## config.mk

```make
export PLATFORM = sky130hd
export DESIGN_NAME = alu_sequencer_flat
export DESIGN_NICKNAME = d
export VERILOG_FILES = /design/src/rtl/alu_sequencer_if.sv /design/src/rtl/alu_sequencer.sv /design/src/flat_wrapper.sv
export SDC_FILE = /design/constraint.sdc
export NUM_CORES = 1
export LEC_CHECK = 0
export BUFFER_PORTS_ARGS = -buffer_cell sky130_fd_sc_hd__buf_2
export CELL_PAD_IN_SITES_DETAIL_PLACEMENT = 1
export CELL_PAD_IN_SITES_GLOBAL_PLACEMENT = 2
export CORE_MARGIN = 8
export CORE_UTILIZATION = 37
export DETAILED_ROUTE_END_ITERATION = 8
export PLACE_DENSITY_LB_ADDON = 0.08
export SLEW_MARGIN = 10
export SYNTH_ARGS = -nofsm -noshare
export SYNTH_HDL_FRONTEND = slang
export SYNTH_SLANG_ARGS = --single-unit
```

## constraint.sdc

```tcl
create_clock -name Clk -period 4.8 [get_ports Clk]
set_clock_uncertainty 0.1 [all_clocks]
set_input_delay 1.2 -clock Clk [delete_from_list [all_inputs] [get_ports Clk]]
set_output_delay 1.2 -clock Clk [all_outputs]
set_load 0.02 [all_outputs]
```

## src/rtl/alu_sequencer_if.sv

```systemverilog
// alu_sequencer_if: instruction handshake plus
// the operand/result bus to the function units.
interface alu_sequencer_if;
  logic        Instr_Valid;
  logic [15:0] Instr;
  logic        Instr_Ready;
  logic [3:0]  Opcode;
  logic [7:0]  A;
  logic [7:0]  B;
  logic [2:0]  Select;
  logic [7:0]  Unit_Result;
  logic        Unit_Flag;

  modport master (
    output Instr_Valid,
    output Instr,
    output Unit_Result,
    output Unit_Flag,
    input  Instr_Ready,
    input  Opcode,
    input  A,
    input  B,
    input  Select
  );

  modport slave (
    input  Instr_Valid,
    input  Instr,
    input  Unit_Result,
    input  Unit_Flag,
    output Instr_Ready,
    output Opcode,
    output A,
    output B,
    output Select
  );
endinterface

```

## src/rtl/alu_sequencer.sv

```systemverilog
// alu_sequencer: issue stage for the 8-bit ALU.
// Latches a word, drives the units, writes back.
module alu_sequencer (
  input  logic           Clk,
  input  logic           Reset,
  alu_sequencer_if.slave bus,
  input  logic           Load_En,
  input  logic [1:0]     Load_Addr,
  input  logic [7:0]     Load_Data,
  input  logic [1:0]     Reg_Addr,
  output logic [7:0]     Reg_Data,
  output logic [7:0]     Result,
  output logic           Flag,
  output logic           Done,
  output logic           Err
);

  typedef enum logic [1:0] {
    S_IDLE,
    S_ISSUE,
    S_WAIT,
    S_DONE
  } state_e;

  typedef struct packed {
    logic [3:0] op;
    logic [2:0] sel;
    logic [1:0] rd;
    logic [1:0] rs1;
    logic [1:0] rs2;
  } instr_t;

  localparam logic [2:0] SEL_NONE = 3'b111;

  state_e          state_q;
  state_e          state_d;
  instr_t          instr_q;
  instr_t          instr_d;
  logic [3:0][7:0] rf_q;
  logic [3:0][7:0] rf_d;
  logic [7:0]      result_q;
  logic [7:0]      result_d;
  logic            flag_q;
  logic            flag_d;
  logic            err_q;
  logic            err_d;

  logic            accept;
  logic            drive;
  logic            wb;
  logic            load_ok;
  logic            unused_rsv;

  // Reserved instruction bits are never latched.
  assign unused_rsv = ^bus.Instr[2:0];

  // Next state, handshake and completion pulse.
  always_comb begin
    state_d         = state_q;
    accept          = 1'b0;
    drive           = 1'b0;
    wb              = 1'b0;
    bus.Instr_Ready = 1'b0;
    Done            = 1'b0;
    unique case (state_q)
      S_IDLE: begin
        bus.Instr_Ready = 1'b1;
        accept          = bus.Instr_Valid;
        if (accept) state_d = S_ISSUE;
      end
      S_ISSUE: begin
        drive   = 1'b1;
        state_d = S_WAIT;
      end
      S_WAIT: begin
        drive   = 1'b1;
        wb      = 1'b1;
        state_d = S_DONE;
      end
      S_DONE: begin
        Done    = 1'b1;
        state_d = S_IDLE;
      end
      default: state_d = S_IDLE;
    endcase
  end

  // Latch the word on accept; loads only in IDLE.
  always_comb begin
    instr_d = instr_q;
    if (accept) instr_d = instr_t'(bus.Instr[15:3]);
    load_ok = Load_En && (state_q == S_IDLE);
  end

  // Register file: direct load or writeback.
  always_comb begin
    rf_d = rf_q;
    if (load_ok) rf_d[Load_Addr] = Load_Data;
    if (wb) rf_d[instr_q.rd] = bus.Unit_Result;
  end

  // Capture unit outputs at the end of WAIT.
  always_comb begin
    result_d = result_q;
    flag_d   = flag_q;
    err_d    = err_q;
    if (wb) begin
      result_d = bus.Unit_Result;
      flag_d   = bus.Unit_Flag;
      if (!bus.Unit_Flag) err_d = 1'b1;
    end
  end

  // Operands come from the live regfile so an
  // IDLE load is seen by the accepted word.
  always_comb begin
    bus.Opcode = 4'h0;
    bus.A      = 8'h00;
    bus.B      = 8'h00;
    bus.Select = SEL_NONE;
    if (drive) begin
      bus.Opcode = instr_q.op;
      bus.A      = rf_q[instr_q.rs1];
      bus.B      = rf_q[instr_q.rs2];
      bus.Select = instr_q.sel;
    end
  end

  // Status and debug read.
  always_comb begin
    Reg_Data = rf_q[Reg_Addr];
    Result   = result_q;
    Flag     = flag_q;
    Err      = err_q;
  end

  // All state; reset abandons any instruction.
  always_ff @(posedge Clk or negedge Reset) begin
    if (!Reset) begin
      state_q  <= S_IDLE;
      instr_q  <= '0;
      rf_q     <= '0;
      result_q <= '0;
      flag_q   <= 1'b0;
      err_q    <= 1'b0;
    end else begin
      state_q  <= state_d;
      instr_q  <= instr_d;
      rf_q     <= rf_d;
      result_q <= result_d;
      flag_q   <= flag_d;
      err_q    <= err_d;
    end
  end

endmodule

```

## src/flat_wrapper.sv

```systemverilog
// flat-port wrapper written by rule: the top's interface ports become plain ports
module alu_sequencer_flat 
  (Clk, Reset, Load_En, Load_Addr, Load_Data, Reg_Addr, Reg_Data, Result, Flag, Done, Err, bus_Instr_Valid, bus_Instr, bus_Unit_Result, bus_Unit_Flag, bus_Instr_Ready, bus_Opcode, bus_A, bus_B, bus_Select);
  alu_sequencer_if bus_i ();
  input  logic Clk;
  input  logic Reset;
  input  logic Load_En;
  input  logic [1:0] Load_Addr;
  input  logic [7:0] Load_Data;
  input  logic [1:0] Reg_Addr;
  output logic [7:0] Reg_Data;
  output logic [7:0] Result;
  output logic Flag;
  output logic Done;
  output logic Err;
  input wire logic [$bits(bus_i.Instr_Valid)-1:0] bus_Instr_Valid;
  input wire logic [$bits(bus_i.Instr)-1:0] bus_Instr;
  input wire logic [$bits(bus_i.Unit_Result)-1:0] bus_Unit_Result;
  input wire logic [$bits(bus_i.Unit_Flag)-1:0] bus_Unit_Flag;
  output wire logic [$bits(bus_i.Instr_Ready)-1:0] bus_Instr_Ready;
  output wire logic [$bits(bus_i.Opcode)-1:0] bus_Opcode;
  output wire logic [$bits(bus_i.A)-1:0] bus_A;
  output wire logic [$bits(bus_i.B)-1:0] bus_B;
  output wire logic [$bits(bus_i.Select)-1:0] bus_Select;
  assign bus_i.Instr_Valid = bus_Instr_Valid;
  assign bus_i.Instr = bus_Instr;
  assign bus_i.Unit_Result = bus_Unit_Result;
  assign bus_i.Unit_Flag = bus_Unit_Flag;
  assign bus_Instr_Ready = bus_i.Instr_Ready;
  assign bus_Opcode = bus_i.Opcode;
  assign bus_A = bus_i.A;
  assign bus_B = bus_i.B;
  assign bus_Select = bus_i.Select;
  alu_sequencer u_core (.Clk(Clk), .Reset(Reset), .bus(bus_i), .Load_En(Load_En), .Load_Addr(Load_Addr), .Load_Data(Load_Data), .Reg_Addr(Reg_Addr), .Reg_Data(Reg_Data), .Result(Result), .Flag(Flag), .Done(Done), .Err(Err));
endmodule
```

==> impl_metrics.tcl, run 1 <==
set metrics [dict create \
    slowest_delay_ns 0.57 \
    worstSkewPairLatency_ns 0.33 \
    dp_cells 432 \
    relSlewSlack_pct 46.7 \
    dr.pass1.iters 4 \
    r2r_setup_slack_ns 2.44 \
    cts-buffers-inserted 9 \
    drtIter0Drc 63 \
    io_pins 84 \
    synth_ff_type "dfrtp_1" \
    worstSetupStartpointType "input port" \
    finalSetupViolCount 0 \
    postCtsSetupBuffers 0 \
    cts_buffer_depth 2 \
    design.core.area_mm2 0.00864 \
    holdCritPathClass "flop to flop" \
    first_global_vias 2555 \
    antenna_found_initial 0 \
    gp_congestion 0.742 \
    worstSetupPathType "input port to primary output" \
    crit_top_cell "buf_2" \
    synth_xor_area_share_pct 0 \
    path_delay_family "multiplexers" \
    die_x_um 110 \
    nNetsFinal 380 \
    cts_max_level 3 \
    fin_crit_ns 3.55 \
    io_buffers 80 \
    drc 0 \
    synth_cells 263 \
    worstPathArrival_ns 2.25 \
    syn_nets 308 \
    status "complete, no violations" \
    die_h_um 110 \
    ant_nets 0 \
    viasPerCell 5.30 \
    rsz0062_at_grt "false" \
    crit_required_ns 3.50 \
    antenna_cells 0 \
    max-vdd-ir-drop_uv 433 \
    cts.clk_slew.worst_paths_ns 0.06 \
    overflow 0 \
    tightest_slew_ns 0.800 \
    netlist_area_mm2 0.00327 \
    drv_cap 0 \
    power_density_mw_per_mm2 782 \
    async_reset_ff_share_pct 100 \
    cts-root-buf "clkbuf_8" \
    maxSlewViolCount 0 \
    fin_setup_tns_ns 0 \
    crit_path_top_delay_cell "mux4_2" \
    syn_area_per_cell_um2 12.4 \
    seq_area_frac_synth_pct 43.6 \
    die-area_mm2 0.0121 \
    synth_enable_flop_cells 0 \
    leakagePower_nw 1.83 \
    areaGrowthSynthToFinish_pct 18.6 \
    crit_buf_inv 2 \
    grt_pass1_wl_mm 14.1 \
    routedWlPerCell_um 20.1 \
    fillerInstances 960 \
    yosys_warnings 0 \
    synth_fa_ha_area_share_pct 1.53 \
    ctsResizeCount 0 \
    track_usage_pct 15.7 \
    finalHoldViolations 0 \
    synth-compound-area-share_pct 6.20 \
    fin_cells 446 \
    wirelength_mm 8.95 \
    max_freq_mhz 281 \
    yosys.area_share.simple_pct 10.9 \
    critPathMaxFanout 8 \
    dp_hpwl_mm 6.46 \
    start_util_pct 37.9 \
    cts.sinks 57 \
    critPathCaptureType "primary output" \
    synth_seq_cells 57 \
    synthMuxAreaShare_pct 34.3 \
    fp-row-count 34 \
    path_cells "buf_2 > mux4_2 > buf_2" \
    cts_tree "yes" \
    via_count 2363 \
    ys_types 29 \
    drive_gt1_share_pct 41.1 \
    hold_buffers 0 \
    grt_max_degree 36 \
    synth_top_family_by_area "multiplexers" \
    timing.final.crit_share_pct 74.1 \
]
## cell type report
type / count / area, um^2 / share of cell area [%]
Tap cell: 108 / 135 / 3.48
Multi-Input combinational cell: 183 / 1730 / 44.6
Timing Repair Buffer: 81 / 408 / 10.5
Sequential cell: 57 / 1430 / 36.8
Clock buffer: 11 / 151 / 3.90
Clock inverter: 3 / 17.5 / 0.452
Inverter: 3 / 11.3 / 0.290
## cells in the mapped netlist (8+ instances only)
master	number	area, um^2
mux2_2	9	101
a21oi_2	8	70.1
mux4_2	24	541
nor2_1	22	82.6
buf_2	13	65.1
mux2_1	14	158
a21oi_1	17	85.1
o21ai_1	8	40.0
and2_1	20	125
dfrtp_1	57	1430
mux2i_1	32	320
nand2_1	9	33.8
## logic make-up (layout without fill, tap and decap cells)
kind of cell / Yosys count / in the layout
flops: 57 / 57
simple gates: 66 / 66
fa+ha+maj: 4 / 4
buf+inv: 23 / 98
mux: 79 / 79
compound gates: 34 / 34
## state kept, by name, indices dropped and copies added (netlist names)
register / count
u_core.instr_q: 13
u_core.Flag: 1
u_core.Result: 8
u_core.Err: 1
u_core.state_q: 2
u_core.rf_q: 32
## per-layer routing
metal | track usage [%] | vias up | part of all wire, %
met5 | 0 | - | 0
met4 | 5.30 | 0 | 1.7
met3 | 3.95 | 13 | 6.1
met2 | 26.2 | 68 | 50
met1 | 19.5 | 1186 | 42
li1 | - | 1096 | -
## cell usage in the layout, fill, tap and decap left out, types with 11 or more instances in the layout
cell type  Yosys  routed
and2_1        20      20
buf_2         13      80
clkbuf_8       0      11
a21oi_1       17      17
mux2i_1       32      32
mux4_2        24      24
nor2_1        22      22
dfrtp_1       57      57
mux2_1        14      14
## final timing paths
| path | start | to | depth (start not counted) |
|---|---|---|---|
| worst min-delay path | u_core.Err | u_core.Err | 1 |
| worst min register to register | u_core.Err | u_core.Err | 1 |
| worst max register to register | u_core.state_q[0] | u_core.rf_q[2] | 5 |
| min in group asynchronous | Reset | u_core.Result[5] | 1 |
| max in group asynchronous | Reset | u_core.rf_q[11] | 2 |
| worst max-delay path | Reg_Addr[0] | Reg_Data[2] | 3 |
## worst reg2reg max path, cell delays in order (launching register included)
cell	delay, ns
dfrtp_1	0.38
inv_1	0.13
ha_1	0.54
or3b_1	0.75
nor2_1	0.26
a21oi_2	0.04
## power breakdown
group	switching [mW]	leakage, nW	internal (mW)
sequential	0.277	0.661	0.722
combinational	0.851	1.08	0.784
clock	0.190	0.0871	0.208
total	1.32	1.83	1.71
## metrics by stage
| stage | hold WS [ns] | instance area [um^2] | setup slack (ns) | power (mW) | util (%) |
|---|---|---|---|---|---|
| 2_1_floorplan | 0.355 | 3270 | 1.47 | 2.16 | - |
| 3_3_place_gp | 0.333 | 3710 | 1.24 | 2.62 | 43.0 |
| 3_5_place_dp | 0.365 | 3710 | 1.23 | 2.68 | 43.0 |
| 4_1_cts | 0.381 | 3880 | 1.23 | 3.08 | 44.9 |
| 5_1_grt | 0.387 | 3880 | 1.21 | 3.25 | 44.9 |
| 6_report | 0.371 | 3880 | 1.25 | 3.03 | 44.9 |
Power figures use the tool's default switching activity.
==> run 2: changes to the inputs <==
--- a/config.mk
+++ b/config.mk
@@ -9,7 +9,7 @@
 export CELL_PAD_IN_SITES_DETAIL_PLACEMENT = 1
 export CELL_PAD_IN_SITES_GLOBAL_PLACEMENT = 2
 export CORE_MARGIN = 8
-export CORE_UTILIZATION = 37
+export CORE_UTILIZATION = 35
 export DETAILED_ROUTE_END_ITERATION = 8
 export PLACE_DENSITY_LB_ADDON = 0.08
 export SLEW_MARGIN = 10
==> constraint.sdc (replaced) <==
create_clock -name Clk -period 3.5 [get_ports Clk]
set_clock_uncertainty 0.1 [all_clocks]
set_input_delay 0.875 -clock Clk [delete_from_list [all_inputs] [get_ports Clk]]
set_output_delay 0.875 -clock Clk [all_outputs]
set_load 0.02 [all_outputs]
==> run 2 against run 1 <==
Effect of this change: largest cell class unchanged; final cell count grew 1.6%; critical path type is now flop to primary output; combinational power rose by 38%; critical path depth unchanged; first-iteration DRC count down 3.2%; die area is 4.9% higher; non-clock buffer count grew 2; largest power group unchanged.
==> impl_metrics.tcl, run 2 (same netlist as run 1, synthesis figures left out) <==
set metrics [dict create \
    io_pins 84 \
    fin_setup_tns_ns 0 \
    gp_congestion 0.730 \
    design.core.area_mm2 0.00915 \
    busiest_layer "met2" \
    timing.final.crit_share_pct 85.9 \
    start_util_pct 35.7 \
    crit_buf_inv 1 \
    track_usage_pct 15.0 \
    hold_buffers 0 \
    critPathMaxFanout 9 \
    grt.met2_usage_pct 25.7 \
    overflow 0 \
    worstSkewPairLatency_ns 0.33 \
    grtUsageMet3_pct 4.08 \
    r2r_setup_slack_ns 1.31 \
    grtUsageMet1_pct 18.1 \
    worstSetupStartpointType "flop" \
    cts.sinks 57 \
    nNetsFinal 382 \
    die_x_um 113 \
    drv_cap 0 \
    largest_reg_flops 32 \
    via_count 2371 \
    grt_pass1_wl_mm 14.6 \
    relSlewSlack_pct 44.5 \
    postCtsSetupBuffers 0 \
    path_cells "mux4_2 > and2_1 > buf_2" \
    fin_crit_ns 3.01 \
    cts-root-buf "clkbuf_8" \
    dr.pass1.iters 4 \
    status "complete, no violations" \
    cts_buffer_depth 2 \
    first_global_vias 2696 \
    crit_required_ns 2.52 \
    worstSetupPathType "flop to primary output" \
    cts-buffers-inserted 9 \
    antenna_found_initial 0 \
    die-area_mm2 0.0127 \
    die_h_um 113 \
    cts_tree "yes" \
    routedWlPerCell_um 20.0 \
    finalSetupViolCount 0 \
    max-vdd-ir-drop_uv 422 \
    top_register "u_core.rf_q" \
    critPathCaptureType "primary output" \
    areaGrowthSynthToFinish_pct 20.5 \
    dp_hpwl_mm 6.54 \
    worstSetupEndpoint "bus_A[2]" \
    drc 0 \
    grt_max_degree 27 \
    rsz0062_at_grt "false" \
    reg2reg_depth 5 \
    io_buffers 80 \
    viasPerCell 5.23 \
    antenna_cells 0 \
    final_cell_mix "80 x buf_2, 57 x dfrtp_1, 32 x mux2i_1, 24 x mux4_2, 22 x nor2_1" \
    worstSetupStartpoint "u_core.instr_q[2]" \
    leakagePower_nw 1.86 \
    ant_nets 0 \
    tightest_slew_ns 0.833 \
    worst-path-stages 3 \
    path_delay_family "flip-flops" \
    cts_max_level 3 \
    whs_ns 0.357 \
    power_density_mw_per_mm2 1090 \
    fp-row-count 35 \
    finalHoldViolations 0 \
    worstPathArrival_ns 2.03 \
    drtIter0Drc 61 \
    max_freq_mhz 333 \
    cts.clk_slew.worst_paths_ns 0.07 \
    crit_path_top_delay_cell "dfrtp_1" \
    r2r-end "u_core.rf_q[15]" \
    maxSlewViolCount 0 \
    final_common_cell "buf_2" \
    holdCritPathClass "flop to flop" \
    slowest_delay_ns 0.75 \
    ctsResizeCount 0 \
    wirelength_mm 9.06 \
    drive_gt1_share_pct 41.5 \
    rr_startpoint "u_core.state_q[0]" \
]
==> run 2: cell count changes in the layout (fill, tap and decap cells not counted) <==
cell	previous run	this run
buf_4	1	3
clkinv_2	2	3
clkbuf_1	0	1
clkbuf_8	11	9
bufinv_16	0	2
==> run 2: report_power, final <==
part	switching, mW	internal, mW
registers	0.363	0.990
logic	1.19	1.08
clock network	0.272	0.397
total	1.82	2.47
==> run 2: through the flow <==
stage               power (mW)  worst slack, ns  utilization, %  area [um^2]  cells
floorplan                 2.96            0.822               -         3270    263
CTS                       4.37            0.466            43.0         3940    453
global route              4.62            0.357            43.0         3940    453
global placement          3.62            0.577            40.7         3730    437
finish                    4.29            0.494            43.0         3940    453
detailed placement        3.70            0.567            40.7         3730    437
==> run 2: cell type report <==
cell class	instances	area (um^2)
flip-flops and latches	57	1430
clock buffers	10	128
repair buffers	83	423
fillers	997	5210
multi-input cells	183	1730
well taps	111	139
inverters	3	11.3
clock inverters	6	82.6
==> run 2: layer usage <==
metal  up-vias  part of all wire, %
li1       1099                    -
met1      1209                   44
met2        57                   50
met3         6                  4.8
met4         0                 0.96
met5         -                    0
==> run 2: worst min-delay path by stage <==
stage,from,endpoint,slack (ns),depth (start not counted)
2_1_floorplan,u_core.instr_q[6],u_core.instr_q[6],0.36,1
3_3_place_gp,u_core.Err,u_core.Err,0.34,1
3_5_place_dp,u_core.Err,u_core.Err,0.34,1
4_1_cts,u_core.Err,u_core.Err,0.36,1
5_1_grt,u_core.Err,u_core.Err,0.40,1
6_report,u_core.Err,u_core.Err,0.36,1
